==> src/rtl/contador_hms.sv <==
// contador_hms: BCD hh:mm:ss time-of-day counter advanced by every transition of the 1 Hz wave,
// with run gating, a validated parallel load and six active-low seven-segment digit outputs.
module contador_hms #(
  parameter bit H24 = 1'b1
) (
  input  logic       clk_50mhz,
  input  logic       rst_50mhz,
  input  logic       in_1hz,
  input  logic       run,
  input  logic       load,
  input  logic [7:0] load_hh,
  input  logic [7:0] load_mm,
  input  logic [7:0] load_ss,
  output logic [7:0] hh,
  output logic [7:0] mm,
  output logic [7:0] ss,
  output logic       tick,
  output logic       load_err,
  output logic [6:0] hex0,
  output logic [6:0] hex1,
  output logic [6:0] hex2,
  output logic [6:0] hex3,
  output logic [6:0] hex4,
  output logic [6:0] hex5
);

  // Hour range endpoints: the value shown at reset, the last hour and the hour after it.
  localparam logic [7:0] HhReset = H24 ? 8'h00 : 8'h12;
  localparam logic [7:0] HhLast  = H24 ? 8'h23 : 8'h12;
  localparam logic [7:0] HhFirst = H24 ? 8'h00 : 8'h01;

  logic       sync1_q, sync2_q, prev_q;
  logic       edge_det, advance;
  logic [7:0] hh_q, hh_d;
  logic [7:0] mm_q, mm_d;
  logic [7:0] ss_q, ss_d;
  logic       tick_q, tick_d;
  logic       err_q, err_d;
  logic       digits_ok, hh_ok, load_ok;

  function automatic logic [7:0] bcd_inc(input logic [7:0] v);
    logic [7:0] r;
    if (v[3:0] == 4'd9) begin
      r = {v[7:4] + 4'd1, 4'd0};
    end else begin
      r = {v[7:4], v[3:0] + 4'd1};
    end
    return r;
  endfunction

  function automatic logic [6:0] seg7(input logic [3:0] d);
    logic [6:0] s;
    case (d)
      4'd0:    s = 7'b1000000;
      4'd1:    s = 7'b1111001;
      4'd2:    s = 7'b0100100;
      4'd3:    s = 7'b0110000;
      4'd4:    s = 7'b0011001;
      4'd5:    s = 7'b0010010;
      4'd6:    s = 7'b0000010;
      4'd7:    s = 7'b1111000;
      4'd8:    s = 7'b0000000;
      4'd9:    s = 7'b0010000;
      default: s = 7'b1111111;
    endcase
    return s;
  endfunction

  // Two-stage synchroniser plus history flop; both polarities of the wave count as a second.
  always_ff @(posedge clk_50mhz or negedge rst_50mhz) begin
    if (!rst_50mhz) begin
      sync1_q <= 1'b0;
      sync2_q <= 1'b0;
      prev_q  <= 1'b0;
    end else begin
      sync1_q <= in_1hz;
      sync2_q <= sync1_q;
      prev_q  <= sync2_q;
    end
  end

  assign edge_det = sync2_q ^ prev_q;
  assign advance  = edge_det & run & ~load;

  always_comb begin
    digits_ok = (load_hh[7:4] <= 4'd9) && (load_hh[3:0] <= 4'd9) &&
                (load_mm[7:4] <= 4'd9) && (load_mm[3:0] <= 4'd9) &&
                (load_ss[7:4] <= 4'd9) && (load_ss[3:0] <= 4'd9);
    if (H24) begin
      hh_ok = (load_hh[7:4] < 4'd2) || ((load_hh[7:4] == 4'd2) && (load_hh[3:0] <= 4'd3));
    end else begin
      hh_ok = ((load_hh[7:4] == 4'd0) && (load_hh[3:0] != 4'd0)) ||
              ((load_hh[7:4] == 4'd1) && (load_hh[3:0] <= 4'd2));
    end
    load_ok = digits_ok && hh_ok && (load_mm[7:4] <= 4'd5) && (load_ss[7:4] <= 4'd5);
  end

  // A load cycle swallows any coincident edge, accepted or not.
  always_comb begin
    hh_d   = hh_q;
    mm_d   = mm_q;
    ss_d   = ss_q;
    tick_d = 1'b0;
    err_d  = 1'b0;
    if (load) begin
      if (load_ok) begin
        hh_d = load_hh;
        mm_d = load_mm;
        ss_d = load_ss;
      end else begin
        err_d = 1'b1;
      end
    end else if (advance) begin
      tick_d = 1'b1;
      if (ss_q == 8'h59) begin
        ss_d = 8'h00;
        if (mm_q == 8'h59) begin
          mm_d = 8'h00;
          hh_d = (hh_q == HhLast) ? HhFirst : bcd_inc(hh_q);
        end else begin
          mm_d = bcd_inc(mm_q);
        end
      end else begin
        ss_d = bcd_inc(ss_q);
      end
    end
  end

  always_ff @(posedge clk_50mhz or negedge rst_50mhz) begin
    if (!rst_50mhz) begin
      hh_q   <= HhReset;
      mm_q   <= 8'h00;
      ss_q   <= 8'h00;
      tick_q <= 1'b0;
      err_q  <= 1'b0;
    end else begin
      hh_q   <= hh_d;
      mm_q   <= mm_d;
      ss_q   <= ss_d;
      tick_q <= tick_d;
      err_q  <= err_d;
    end
  end

  assign hh       = hh_q;
  assign mm       = mm_q;
  assign ss       = ss_q;
  assign tick     = tick_q;
  assign load_err = err_q;

  assign hex0 = seg7(ss_q[3:0]);
  assign hex1 = seg7(ss_q[7:4]);
  assign hex2 = seg7(mm_q[3:0]);
  assign hex3 = seg7(mm_q[7:4]);
  assign hex4 = seg7(hh_q[3:0]);
  assign hex5 = seg7(hh_q[7:4]);

endmodule

==> config.mk <==
export PLATFORM = sky130hd
export DESIGN_NAME = contador_hms
export DESIGN_NICKNAME = d
export VERILOG_FILES = /design/src/rtl/contador_hms.sv
export SDC_FILE = /design/constraint.sdc
export NUM_CORES = 1
export LEC_CHECK = 0
export ABC_CLOCK_PERIOD_IN_PS = 5100
export BUFFER_PORTS_ARGS = -buffer_cell sky130_fd_sc_hd__buf_2
export CORE_UTILIZATION = 55
export DETAILED_ROUTE_END_ITERATION = 10
export HOLD_SLACK_MARGIN = 0.03
export PLACE_DENSITY = 0.94
export SYNTH_ARGS = -nofsm -noshare
export SYNTH_HDL_FRONTEND = slang
export SYNTH_SLANG_ARGS = --single-unit
==> constraint.sdc <==
create_clock -name clk_50mhz -period 5.1 [get_ports clk_50mhz]
set_clock_uncertainty 0.05 [all_clocks]
set_input_delay 0.765 -clock clk_50mhz [delete_from_list [all_inputs] [get_ports clk_50mhz]]
set_output_delay 0.765 -clock clk_50mhz [all_outputs]
set_load 0.005 [all_outputs]
==> flow_metrics.env <==
export IMPL_start_kind="input port"
export IMPL_yosys_cell_types_count=49
export IMPL_firstDrtPassIters=5
export IMPL_dieArea_um2=5360
export IMPL_netlist_top_cells_count="45 x sky130_fd_sc_hd__a21oi_1, 44 x sky130_fd_sc_hd__nor2_1, 36 x sky130_fd_sc_hd__o21ai_0"
export IMPL_setup_total_negative_slack_ps=0
export IMPL_syn_num_nets=431
export IMPL_hold_fix_buffer_count_after_cts=0
export IMPL_boundaryPins=97
export IMPL_synth_ff_latch_count=29
export IMPL_run_status="complete, no violations"
export IMPL_gp_congestion=0.885
export IMPL_hold_slack_ps=304
export IMPL_maxClockFrequency_ghz=0.339
export IMPL_critical_path_slowest_cell="sky130_fd_sc_hd__buf_2"
export IMPL_cp_buffers_inverters=2
export IMPL_number_of_enable_type_register_cells_in_the_synthesized_netlist=0
export IMPL_vias=3075
export IMPL_cts_buffers_inserted=5
export IMPL_route_antenna_remaining_nets=0
export IMPL_fin_crit_sh_pct=57.8
export IMPL_h_tree_depth=2
export IMPL_syn_avg_cell_area_um2=7.49
export IMPL_start_util_pct=58.2
export IMPL_dp_slack_ps=1900
export IMPL_report_final_slew_viol_count=0
export IMPL_nets=517
export IMPL_synthDominantCellAreaShare_pct=26.0
export IMPL_timing_hold_violations_final=0
export IMPL_grt_usage_pct=29.9
export IMPL_drive_above_1_share_pct=25.7
export IMPL_tightestPinTransition_ps=780
export IMPL_clk_pin_slew_ps=60
export IMPL_placed_area_um2=3290
export IMPL_crit_chain="buf_2 -> clkinv_1 -> o31a_1 -> a21oi_1 -> mux2_2"
export IMPL_synth_area_leader_cell="sky130_fd_sc_hd__dfrtp_1"
export IMPL_dp_hpwl_mm=5.75
export IMPL_power_density_nw_per_um2=315
export IMPL_cts_resizes=0
export IMPL_synth_seq_area_share_pct=26.0
export IMPL_crit_fanout=49
export IMPL_proportion_of_register_bits_with_asynchronous_set_or_reset_after_synthesis_pct=100
export IMPL_grt_first_pass_wirelength_mm=12.5
export IMPL_area_growth_syn_to_layout_pct=22.0
export IMPL_rows=25
export IMPL_primary_flip_flop_cell_chosen_by_synthesis_mapping="sky130_fd_sc_hd__dfrtp_1"
export IMPL_initialDrtViolationCount=328
export IMPL_critical_path_class="input port to register"
export IMPL_rsz0062_at_grt="no"
export IMPL_synth_instances=372
export IMPL_clock_insertion_delay_worst_skew_ps=290
export IMPL_worst_setup_path_end_kind="register"
export IMPL_count_of_final_setup_violators=0
export IMPL_fin_ws_ps=2150
export IMPL_tritoncts="yes"
export IMPL_drt_wl_total_mm=7.80
export IMPL_synth_area_leaders="sky130_fd_sc_hd__dfrtp_1 26%, sky130_fd_sc_hd__ha_1 13%, sky130_fd_sc_hd__a21oi_1 8.1%"
export IMPL_cts_root_to_sink_buffers=2
export IMPL_number_of_i_o_port_buffers=96
export IMPL_relSlewSlack_pct=48.0
export IMPL_max_cap_violations=0
export IMPL_worst_hold_path_type="register to register"
export IMPL_cp_arrival_ps=3070
export IMPL_finish_instance_area_um2=3400
export IMPL_timing_final_crit_period_ps=2950
export IMPL_crit_family="buffers and inverters"
export IMPL_required_time_at_the_endpoint_of_the_critical_path_ps=5220
export IMPL_largest_net_degree_at_the_start_of_global_routing=50
export IMPL_drt_vias_per_instance=5.85
export IMPL_floorplan_die_height_um=73.2
export IMPL_grt_overflow_total=0
export IMPL_synth_most_common_cell="sky130_fd_sc_hd__a21oi_1"
export IMPL_post_synth_instance_area_um2=2790
export IMPL_antenna_diode_count=0
export IMPL_detail_route_wl_per_cell_um=14.8
export IMPL_vdd_ir_drop_worst_mv=0.255
export IMPL_floorplan_die_width_um=73.2
export IMPL_cp_slowest_stage_delay_ps=600
export IMPL_cts_post_setup_buffers_inserted=0
export IMPL_drc=0
export IMPL_nFillCells=369
export IMPL_synth_warning_count=0
export IMPL_seqCellArea_um2=726
export IMPL_grt_antenna_before_repair=0
export IMPL_cts_sink_count=29
export IMPL_cts_root_buffer="sky130_fd_sc_hd__clkbuf_8"
export IMPL_first_global_vias=2635
export IMPL_static_leakage_power_nw=1.63
export IMPL_design_core_area_um2=4790
export IMPL_area_occupied_by_multi_input_gates_um2=1900
export IMPL_final_cell_count_no_fill=526
export IMPL_post_place_cells=518
-- final timing paths --
| check | start | to | cells past startpoint | slack (ps) |
|---|---|---|---|---|
| worst max register to register | ss[1]$_DFFE_PN0P_ | hh[5]$_DFFE_PN0P_ | 7 | 2700 |
| worst min-delay path | sync1_q$_DFF_PN0_ | sync2_q$_DFF_PN0_ | 0 | 300 |
| min in group asynchronous | rst_50mhz | mm[1]$_DFFE_PN0P_ | 1 | 460 |
| worst max-delay path | load | ss[5]$_DFFE_PN0P_ | 5 | 2150 |
| worst min register to register | sync1_q$_DFF_PN0_ | sync2_q$_DFF_PN0_ | 0 | 300 |
| max in group asynchronous | rst_50mhz | hh[0]$_DFFE_PN0P_ | 1 | 4100 |
-- final cells by class --
class                      count  share of cell area [%]
multi-input combinational    301                    55.9
sequential                    29                    21.3
timing repair buffer          96                    14.1
inverter                      25                    2.76
clock buffer                   7                    2.54
tap                           67                    2.46
clock inverter                 1                   0.883
-- worst register-to-register path, cell delays in order (launching register included) --
cell and delay (ps):
sky130_fd_sc_hd__dfrtp_1 450, sky130_fd_sc_hd__inv_1 190, sky130_fd_sc_hd__ha_1 220, sky130_fd_sc_hd__and3b_1 290
sky130_fd_sc_hd__nand4_1 210, sky130_fd_sc_hd__nor3_2 440, sky130_fd_sc_hd__o21ai_1 240, sky130_fd_sc_hd__mux2i_1 180
-- through the flow --
stage                     util, %  total power, mW
final                        71.1             1.07
after global routing         71.1             1.15
after global placement       68.7            0.801
after CTS                    71.1             1.07
after detailed placement     68.7            0.820
after floorplan                 -            0.618
-- cells by family (layout without fill, tap and decap cells) --
group	count (synthesis)	after routing	share of synthesized area [%]
fa+ha+maj	30	30	13.5
xor+xnor	1	1	0.314
mux	14	14	5.39
compound gates	118	118	24.7
flops	29	29	26.0
simple gates	138	138	24.4
buf+inv	42	129	5.74
-- power breakdown --
part	internal (mW)	leakage (nW)	total, mW	switching (mW)
Sequential	0.261	0.337	0.343	0.0818
Clock	0.159	0.0585	0.250	0.0905
Combinational	0.224	1.24	0.480	0.256
Total	0.645	1.63	1.07	0.428
-- state kept, by name, indices dropped and copies added (netlist names) --
name      count
hh            8
load_err      1
mm            8
prev_q        1
ss            8
sync1_q       1
sync2_q       1
tick          1
-- cells in the final DEF (no fill, tap or decap), drive strengths merged, types with 3 or more instances in the layout --
cell type,instances
nor3,9
mux2i,9
nand2,33
dfrtp,29
o2bb2ai,4
mux2,5
nand3,9
a22oi,4
inv,24
nor2,45
a32oi,4
o22ai,4
nor4,4
buf,96
nand2b,13
clkbuf,7
a21oi,45
ha,30
a31oi,4
or2,8
nand4,3
o21ai,38
-- layer usage --
metal | share of wire [%] | wire length [um] | global-route usage, %
met1 | 42 | 3280 | 39.3
met5 | 0 | 0 | 0
met2 | 48 | 3770 | 48.8
met4 | 1.7 | 133 | 8.50
met3 | 7.8 | 610 | 7.18
Note: power is estimated with default switching activity, not from simulation.
